==> src/rtl/fp_div_iter.sv <==
// Iterative IEEE-754 divider: restoring radix-2, one quotient bit per cycle,
// valid/ready on both sides, RNE/RTZ rounding, FTZ and IEEE exception flags.
module fp_div_iter #(
    parameter int unsigned EXP_W = 8,
    parameter int unsigned MAN_W = 23
) (
    input  logic                 Clk,
    input  logic                 Rst,
    input  logic                 in_valid,
    output logic                 in_ready,
    input  logic [EXP_W+MAN_W:0] input_a,
    input  logic [EXP_W+MAN_W:0] input_b,
    input  logic                 rnd_mode,
    output logic                 out_valid,
    input  logic                 out_ready,
    output logic [EXP_W+MAN_W:0] result,
    output logic [4:0]           flags
);

    localparam int unsigned W     = 1 + EXP_W + MAN_W;
    localparam int unsigned EW    = EXP_W + 2;
    localparam int unsigned QW    = MAN_W + 3;
    localparam int unsigned RW    = MAN_W + 2;
    localparam int unsigned CNT_W = $clog2(QW);

    localparam logic [CNT_W-1:0]     CNT_LAST  = CNT_W'(QW - 1);
    localparam logic signed [EW-1:0] BIAS_S    = EW'((1 << (EXP_W - 1)) - 1);
    localparam logic signed [EW-1:0] EMAX_S    = EW'((1 << EXP_W) - 1);
    localparam logic signed [EW-1:0] ONE_S     = EW'(1);
    localparam logic signed [EW-1:0] ZERO_S    = EW'(0);
    localparam logic [EXP_W-1:0]     EXP_ONES  = '1;
    localparam logic [EXP_W-1:0]     EXP_MAXF  = EXP_ONES - EXP_W'(1);
    localparam logic [W-1:0]         QNAN      = {1'b0, EXP_ONES, 1'b1, {(MAN_W-1){1'b0}}};

    localparam logic [4:0] FLG_NV = 5'b10000;
    localparam logic [4:0] FLG_DZ = 5'b01000;
    localparam logic [4:0] FLG_OF = 5'b00101;
    localparam logic [4:0] FLG_UF = 5'b00011;

    typedef enum logic [1:0] {
        S_IDLE  = 2'd0,
        S_CALC  = 2'd1,
        S_ROUND = 2'd2,
        S_DONE  = 2'd3
    } state_t;

    state_t r_state;
    state_t w_state_nxt;

    logic w_accept;
    logic w_calc_en;
    logic w_load_res;
    logic w_in_ready_nxt;
    logic w_out_valid_nxt;

    // operand registers captured at accept
    logic [EXP_W-1:0] r_ea;
    logic [EXP_W-1:0] r_eb;
    logic             r_sign;
    logic             r_rtz;
    logic             r_spec;
    logic [W-1:0]     r_spec_res;
    logic [4:0]       r_spec_flg;
    logic [RW-1:0]    r_rem;
    logic [MAN_W:0]   r_div;
    logic [QW-1:0]    r_q;
    logic [CNT_W-1:0] r_cnt;

    logic             r_in_ready;
    logic             r_out_valid;
    logic [W-1:0]     r_result;
    logic [4:0]       r_flags;

    // operand decode; subnormals are treated as zero
    logic [EXP_W-1:0] w_a_exp;
    logic [EXP_W-1:0] w_b_exp;
    logic [MAN_W-1:0] w_a_frac;
    logic [MAN_W-1:0] w_b_frac;
    logic w_a_zero, w_a_emax, w_a_nan, w_a_snan, w_a_inf;
    logic w_b_zero, w_b_emax, w_b_nan, w_b_snan, w_b_inf;
    logic w_sign_in;

    assign w_a_exp   = input_a[W-2:MAN_W];
    assign w_b_exp   = input_b[W-2:MAN_W];
    assign w_a_frac  = input_a[MAN_W-1:0];
    assign w_b_frac  = input_b[MAN_W-1:0];
    assign w_sign_in = input_a[W-1] ^ input_b[W-1];

    assign w_a_zero = (w_a_exp == '0);
    assign w_a_emax = (w_a_exp == EXP_ONES);
    assign w_a_nan  = w_a_emax & (|w_a_frac);
    assign w_a_snan = w_a_nan & ~w_a_frac[MAN_W-1];
    assign w_a_inf  = w_a_emax & ~(|w_a_frac);

    assign w_b_zero = (w_b_exp == '0);
    assign w_b_emax = (w_b_exp == EXP_ONES);
    assign w_b_nan  = w_b_emax & (|w_b_frac);
    assign w_b_snan = w_b_nan & ~w_b_frac[MAN_W-1];
    assign w_b_inf  = w_b_emax & ~(|w_b_frac);

    // special-case result, in priority order
    logic         w_spec;
    logic [W-1:0] w_spec_res;
    logic [4:0]   w_spec_flg;

    always_comb begin
        w_spec     = 1'b1;
        w_spec_res = QNAN;
        w_spec_flg = '0;
        if (w_a_nan || w_b_nan) begin
            w_spec_flg = (w_a_snan || w_b_snan) ? FLG_NV : 5'b00000;
        end else if ((w_a_zero && w_b_zero) || (w_a_inf && w_b_inf)) begin
            w_spec_flg = FLG_NV;
        end else if (w_b_zero && !w_a_inf) begin
            w_spec_res = {w_sign_in, EXP_ONES, {MAN_W{1'b0}}};
            w_spec_flg = FLG_DZ;
        end else if (w_a_inf) begin
            w_spec_res = {w_sign_in, EXP_ONES, {MAN_W{1'b0}}};
        end else if (w_b_inf || w_a_zero) begin
            w_spec_res = {w_sign_in, {(W-1){1'b0}}};
        end else begin
            w_spec = 1'b0;
        end
    end

    // one restoring step
    logic          w_ge;
    logic [RW-1:0] w_diff;
    logic [RW-1:0] w_rem_nxt;

    assign w_ge      = (r_rem >= {1'b0, r_div});
    assign w_diff    = w_ge ? (r_rem - {1'b0, r_div}) : r_rem;
    assign w_rem_nxt = w_diff << 1;

    // normalise and round; below-one quotients fold R into sticky
    logic                 w_qint;
    logic [MAN_W:0]       w_mant;
    logic                 w_g;
    logic                 w_rs;
    logic                 w_up;
    logic [RW-1:0]        w_mant_rnd;
    logic                 w_carry;
    logic [MAN_W-1:0]     w_frac;
    logic                 w_inexact;
    logic signed [EW-1:0] w_exp_pre;
    logic signed [EW-1:0] w_exp_fin;

    assign w_qint     = r_q[QW-1];
    assign w_mant     = w_qint ? r_q[QW-1:2] : r_q[QW-2:1];
    assign w_g        = w_qint ? r_q[1] : r_q[0];
    assign w_rs       = w_qint ? (r_q[0] | (|r_rem)) : (|r_rem);
    assign w_up       = ~r_rtz & w_g & (w_rs | w_mant[0]);
    assign w_mant_rnd = {1'b0, w_mant} + RW'(w_up);
    assign w_carry    = w_mant_rnd[RW-1];
    assign w_frac     = w_carry ? w_mant_rnd[MAN_W:1] : w_mant_rnd[MAN_W-1:0];
    assign w_inexact  = w_g | w_rs;

    assign w_exp_pre = $signed({2'b00, r_ea}) - $signed({2'b00, r_eb}) + BIAS_S
                       - (w_qint ? ZERO_S : ONE_S);
    assign w_exp_fin = w_exp_pre + (w_carry ? ONE_S : ZERO_S);

    logic [W-1:0] w_res_rnd;
    logic [4:0]   w_flg_rnd;

    always_comb begin
        w_res_rnd = {r_sign, w_exp_fin[EXP_W-1:0], w_frac};
        w_flg_rnd = {4'b0000, w_inexact};
        if (r_spec) begin
            w_res_rnd = r_spec_res;
            w_flg_rnd = r_spec_flg;
        end else if (w_exp_fin >= EMAX_S) begin
            w_res_rnd = r_rtz ? {r_sign, EXP_MAXF, {MAN_W{1'b1}}}
                              : {r_sign, EXP_ONES, {MAN_W{1'b0}}};
            w_flg_rnd = FLG_OF;
        end else if (w_exp_fin < ONE_S) begin
            w_res_rnd = {r_sign, {(W-1){1'b0}}};
            w_flg_rnd = FLG_UF;
        end
    end

    // state register
    always_ff @(posedge Clk or posedge Rst) begin
        if (Rst) begin
            r_state <= S_IDLE;
        end else begin
            r_state <= w_state_nxt;
        end
    end

    // next state and control strobes
    always_comb begin
        w_state_nxt = r_state;
        w_accept    = 1'b0;
        w_calc_en   = 1'b0;
        w_load_res  = 1'b0;
        case (r_state)
            S_IDLE: begin
                if (in_valid) begin
                    w_accept    = 1'b1;
                    w_state_nxt = S_CALC;
                end
            end
            S_CALC: begin
                w_calc_en = 1'b1;
                if (r_cnt == CNT_LAST) begin
                    w_state_nxt = S_ROUND;
                end
            end
            S_ROUND: begin
                w_load_res  = 1'b1;
                w_state_nxt = S_DONE;
            end
            S_DONE: begin
                if (out_ready) begin
                    w_state_nxt = S_IDLE;
                end
            end
            default: w_state_nxt = S_IDLE;
        endcase
        w_in_ready_nxt  = (w_state_nxt == S_IDLE);
        w_out_valid_nxt = (w_state_nxt == S_DONE);
    end

    // operand capture and divide iterations
    always_ff @(posedge Clk or posedge Rst) begin
        if (Rst) begin
            r_ea       <= '0;
            r_eb       <= '0;
            r_sign     <= 1'b0;
            r_rtz      <= 1'b0;
            r_spec     <= 1'b0;
            r_spec_res <= '0;
            r_spec_flg <= '0;
            r_rem      <= '0;
            r_div      <= '0;
            r_q        <= '0;
            r_cnt      <= '0;
        end else if (w_accept) begin
            r_ea       <= w_a_exp;
            r_eb       <= w_b_exp;
            r_sign     <= w_sign_in;
            r_rtz      <= rnd_mode;
            r_spec     <= w_spec;
            r_spec_res <= w_spec_res;
            r_spec_flg <= w_spec_flg;
            r_rem      <= {2'b01, w_a_frac};
            r_div      <= {1'b1, w_b_frac};
            r_q        <= '0;
            r_cnt      <= '0;
        end else if (w_calc_en) begin
            r_rem <= w_rem_nxt;
            r_q   <= {r_q[QW-2:0], w_ge};
            r_cnt <= r_cnt + CNT_W'(1);
        end
    end

    // registered outputs
    always_ff @(posedge Clk or posedge Rst) begin
        if (Rst) begin
            r_in_ready  <= 1'b1;
            r_out_valid <= 1'b0;
            r_result    <= '0;
            r_flags     <= '0;
        end else begin
            r_in_ready  <= w_in_ready_nxt;
            r_out_valid <= w_out_valid_nxt;
            if (w_load_res) begin
                r_result <= w_res_rnd;
                r_flags  <= w_flg_rnd;
            end
        end
    end

    assign in_ready  = r_in_ready;
    assign out_valid = r_out_valid;
    assign result    = r_result;
    assign flags     = r_flags;

endmodule

==> config.mk <==
export PLATFORM = sky130hd
export DESIGN_NAME = fp_div_iter
export DESIGN_NICKNAME = d
export VERILOG_FILES = /design/src/rtl/fp_div_iter.sv
export SDC_FILE = /design/constraint.sdc
export NUM_CORES = 1
export LEC_CHECK = 0
export ABC_CLOCK_PERIOD_IN_PS = 16070
export CAP_MARGIN = 20
export CORE_MARGIN = 5
export CORE_UTILIZATION = 35
export CTS_CLUSTER_DIAMETER = 80
export DETAILED_ROUTE_END_ITERATION = 7
export PLACE_DENSITY_LB_ADDON = 0.08
export SYNTH_ARGS = -nofsm -noshare
export SYNTH_HDL_FRONTEND = slang
export SYNTH_SLANG_ARGS = --single-unit
==> constraint.sdc <==
create_clock -name Clk -period 16.07 [get_ports Clk]
set_input_delay 1.607 -clock Clk [delete_from_list [all_inputs] [get_ports Clk]]
set_output_delay 1.607 -clock Clk [all_outputs]
set_load 0.02 [all_outputs]
* Word-level counts from Yosys, hierarchy flattened
Index checks and enable logic that the tools add are counted.
Word-level totals: output and inout port bits 39, word-level logic and storage cells 108, register bits 177, bits of input ports 69
Cells by class: magnitude comparators 3, equality and inequality tests 7, bitwise logic cells 17, add/subtract/negate cells 7, reductions and logical operators 16, muxes and demuxes 42
Operators with widths (number):
- 2-to-1 mux 32 bit | 6
- 2-to-1 mux 24 bit | 3
- 2-to-1 mux 31 bit | 2
- 2-to-1 mux 26 bit | 2
- 2-to-1 mux 25 bit | 2
- OR reduction 23 bit | 2
- 2-to-1 mux 5 bit | 6
- adder 24 x 1 -> 25 bit | 1
- greater-or-equal comparator 25 x 24 -> 1 bit | 1
- OR reduction 25 bit | 1
- subtractor 24 bit | 1
- 2-to-1 mux 23 bit | 1
- == test 8 bit, second input constant | 2
- zero test 8 bit | 2
- 2-to-1 mux 1 bit | 13
- adder 10 x 2 -> 10 bit | 1
- adder 9 x 8 -> 10 bit, second input constant | 1
- greater-or-equal comparator 10 x 9 -> 1 bit, second input constant | 1
- < comparator 10 x 2 -> 1 bit, second input constant | 1
- subtractor 10 x 2 -> 10 bit | 1
- subtractor 8 x 8 -> 9 bit | 1
- AND 1 bit | 8
- 2-to-1 mux 2 bit | 4
- one-hot mux 2 bit (4 select lines) | 1
- 14 further kinds | 28

* Longest topological paths before layout
depth in word-level cells 12, mapped depth 28, depth with buffers taken out 23

* Worst setup path after synthesis
OpenSTA, ideal clock, no wires.
path kind reg-to-reg, from register r_q[25], to register r_result[8] (netlist: result[8]), required time 15.944 ns, buffers on the path 5, arrival 6.431 ns, library setup time 0.126 ns, clock period less this slack 6.557 ns, stages on the path, launching flop included 28, setup slack 9.513 ns, cells stage by stage dfrtp_1 buf_6 clkbuf_1 clkbuf_1 clkbuf_1 mux2_2 ha_1 and3_1 nand4_1 nor4_1 and4_1 nand2_1 nor2_2 xnor2_1 ha_1 a21o_1 ha_1 fa_1 a211oi_1 o21ai_0 a211oi_1 nand4_1 nor2_1 o21ai_0 o211ai_1 buf_2 a21oi_1 a221o_1
On the way: word-level cells in the longest chain between the ends 10, elaborated cells on any way between the ends 17, classes of those cells 3 x add/sub; 2 x order compare; 9 x mux; 3 x bitwise
RTL lines:
- start: declaration | RTL line 66 | logic [QW-1:0] r_q;
- start signal: assignment | RTL line 252 | r_q <= {r_q[QW-2:0], w_ge};
- 2-to-1 mux 1 bit, or another cell as far along | RTL line 150 | assign w_g = w_qint ? r_q[1] : r_q[0];
- AND 1 bit / OR 1 bit (equally long branches) | RTL line 152 | assign w_up = ~r_rtz & w_g & (w_rs | w_mant[0]);
- AND 1 bit | RTL line 152
- adder 24 x 1 -> 25 bit | RTL line 153 | assign w_mant_rnd = {1'b0, w_mant} + RW'(w_up);
- 2-to-1 mux 1 bit | RTL line 160 | assign w_exp_fin = w_exp_pre + (w_carry ? ONE_S : ZERO_S);
- adder 10 x 2 -> 10 bit | RTL line 160
- < comparator 10 x 2 -> 1 bit | RTL line 175 | end else if (w_exp_fin < ONE_S) begin
- 2-to-1 mux 31 bit | RTL line 175
- 2-to-1 mux 31 bit (*) | RTL line 171 | end else if (w_exp_fin >= EMAX_S) begin
- 2-to-1 mux 32 bit (*) | RTL line 168 | if (r_spec) begin
- end signal: assignment | RTL line 268 | r_result <= w_res_rnd;
- end: declaration | RTL line 71 | logic [W-1:0] r_result;
Every way passes the cells marked *; elsewhere a longest branch is shown, timed or not. A chain may end at the register's enable or synchronous reset.

* Worst setup path in the final report
from register r_q[25], to register r_result[7] (netlist: result[7])
The elaborated chain is that of the path after synthesis.

==> impl_metrics.ini <==
[die]
io_pins = 108
initial_core_util = 0.3574
die_w_um = 170.6
row_count = 58
die_h_um = 170.6
core_um2 = 25250
die_area_um2 = 29100

[route]
drtPass1Iterations = 6
ant_nets = 0
drtIter0Drc = 497
routed_wl_um = 25480
num_vias = 7948
post_drt_wl_per_cell_um = 17.38
route.detailed.drc = 0
via_per_inst = 5.422

[yosys]
synth_area_leaders = dfrtp_1, ha_1, o21ai_0, nand2_1, a21oi_1
syn-num-nets = 1159
synth_cells = 1044
synth.top_cell.area_share = 0.3993
syn_area_um2 = 9025
ys_types = 69
synth-seq-cells = 145
synth.avg_cell_area_um2 = 8.645
synth-edff-count = 0
yosys_warnings = 0
synth_top_area_cell = dfrtp_1
ys_seq_area_frac = 0.4022
ys.flop_type = dfrtp_1
async_reset_ff_frac = 1.000

[placed_design]
hpwlAfterDp_um = 18710
numPortBuffers = 107
place_congestion = 0.8276

[final_layout]
final_core_util = 0.4362
drive_gt1_frac = 0.05546
final_net_count = 1238
syn2layout_area_growth_pct = 22.07
diodes = 0

[grt]
grt_max_degree = 74
grt-ovfl-total = 0
grt_pass1_vias = 7623
track_usage = 0.1778
grt_pass1_wl_um = 41720
antenna_found_initial = 0

[flow_run]
max_cap_violations = 0

[worst_setup_path]
cp_max_fo = 57
r2r_slack_ps = 8660
r2r_end = result[7]
cp-end-kind = flip-flop
reg2regPathDepth = 24
criticalPathCategory = reg -> reg
crit_path_start_kind = flip-flop
required_ps = 16380
crit_end = result[7]
r2r_start = r_q[25]
cp.arrival_ps = 7720
critPathLaunch = r_q[25]

[timing]
slew_headroom = 0.3382
grt_setup_unrepaired = false
fin_tns_setup_ps = 0
setup_violations = 0
worst_pin_slew_ps = 989.1
finalCriticalPeriod_ps = 7411
fmax_ghz = 0.1349
skew_ps = 10.58
slew_viol_final = 0
fin_crit_sh = 0.4612
hold_viol = 0

[cts]
clkSlewWorstSetupHoldPaths_ps = 70
cts_resized = 0
h-tree-depth = 4
clock-sinks = 145
cts.path.max_buffers = 2
cts_tree = yes
worstSkewPairLatency_ps = 420
cts_setup_buffers = 0
hold_buffers = 0
root_buffer = clkbuf_16
cts_buffers = 17

[min_path]
hp-class = reg -> reg
whs_path_depth = 2

[status]
outcome = finished clean
==> cell families (layout without fill, tap and decap cells) <==
logic type	count (synthesis)	after routing	share of synthesized area
multiplexers	17	17	0.01955
buffers and inverters	119	211	0.05102
adder cells (fa/ha/maj)	46	46	0.06627
AO/OA/AOI/OAI	357	357	0.2573
AND/OR/NAND/NOR	327	327	0.1716
flip-flops	145	145	0.4022
XOR/XNOR	33	33	0.03202
==> layout make-up <==
class / instances / area, um^2
Multi-Input combinational cell: 780 / 4942
Sequential cell: 145 / 3631
Clock inverter: 15 / 232.7
Clock buffer: 17 / 425.4
Timing Repair Buffer: 114 / 1124
Tap cell: 330 / 412.9
Inverter: 65 / 249.0
Fill cell: 2542 / 14240
==> per-stage QoR <==
step / setup slack, ps / std cells / area [um^2] / hold WS, ps
after floorplan: 9513 / 1044 / 9025 / 417.5
after global placement: 8776 / 1434 / 10360 / 429.7
after detailed placement: 8700 / 1434 / 10360 / 439.2
after CTS: 8668 / 1466 / 11020 / 454.6
after global routing: 7893 / 1466 / 11020 / 482.5
final: 8659 / 1466 / 11020 / 453.9
==> sequential cells by signal, summed over array words and instances (netlist names) <==
| name | cells |
|---|---|
| r_spec | 1 |
| r_eb | 8 |
| result | 32 |
| r_div | 24 |
| r_q | 26 |
| r_sign | 1 |
| r_spec_flg | 2 |
| r_rtz | 1 |
| out_valid | 1 |
| r_state | 2 |
| r_cnt | 5 |
| r_spec_res | 3 |
| r_ea | 8 |
| flags | 5 |
| r_rem | 25 |
| in_ready | 1 |
==> cells in the final DEF, fill, tap and decap left out, types with 12 or more instances in the layout <==
| cell | count |
|---|---|
| xnor2_1 | 22 |
| a21o_1 | 19 |
| nor2_1 | 64 |
| a221o_1 | 15 |
| clkdlybuf4s50_1 | 107 |
| nand2_1 | 135 |
| nand4_1 | 17 |
| a22oi_1 | 16 |
| inv_1 | 63 |
| a211oi_1 | 18 |
| a22o_1 | 20 |
| nand3_1 | 18 |
| nor4_1 | 23 |
| ha_1 | 43 |
| dfrtp_1 | 143 |
| nor3_1 | 19 |
| mux2i_1 | 12 |
| clkbuf_16 | 17 |
| o21ai_0 | 104 |
| a21oi_1 | 75 |
==> critical path, stage by stage, from the launching register on <==
cell and delay, ps:
dfrtp_2 380, buf_4 310, nand2b_1 280, a21oi_1 150, ha_1 220, and3_1 200, nand4_1 160, nor4_1 660
and4_1 310, nand2_1 120, nor2_2 350, xnor2_1 120, ha_1 180, a21o_1 170, ha_1 220, fa_1 410
a211oi_1 450, o21ai_0 200, a211oi_1 400, nand4_1 130, nor2_1 170, o21ai_0 200, o211ai_1 710, nor2_1 360
a221o_1 400
==> routing by layer <==
layer  global-route usage  vias up  share of wire
met4              0.03611        0          0.011
met3              0.03073       21          0.041
met1               0.2599     3774           0.49
li1                     -     3991              -
met5                    0        -              0
met2               0.2784      162           0.45
==> cells in the mapped netlist, types with 12 or more instances <==
cell type and instances:
mux2i_1 12, nor3_1 19, ha_1 43, a21o_1 19, nand3_1 18, a22oi_1 16
nor2b_1 12, nand2_1 135, inv_1 64, a221o_1 15, dfrtp_1 144, a211oi_1 18
a22o_1 20, nor4_1 23, a21oi_1 75, clkbuf_1 47, o21ai_0 104, xnor2_1 22
nor2_1 64, nand4_1 17
==> worst min-delay path by stage <==
stage,end,slack (ps),start
floorplan,r_div[23],420,r_div[23]
global placement,r_div[23],430,r_div[23]
detailed placement,r_div[23],440,r_div[23]
CTS,r_div[23],450,r_div[23]
global route,r_div[23],480,r_div[23]
finish,r_div[23],450,r_div[23]
Power is not shown: default switching activity piles up to over one toggle a cycle in this logic, so the estimate is an artifact.
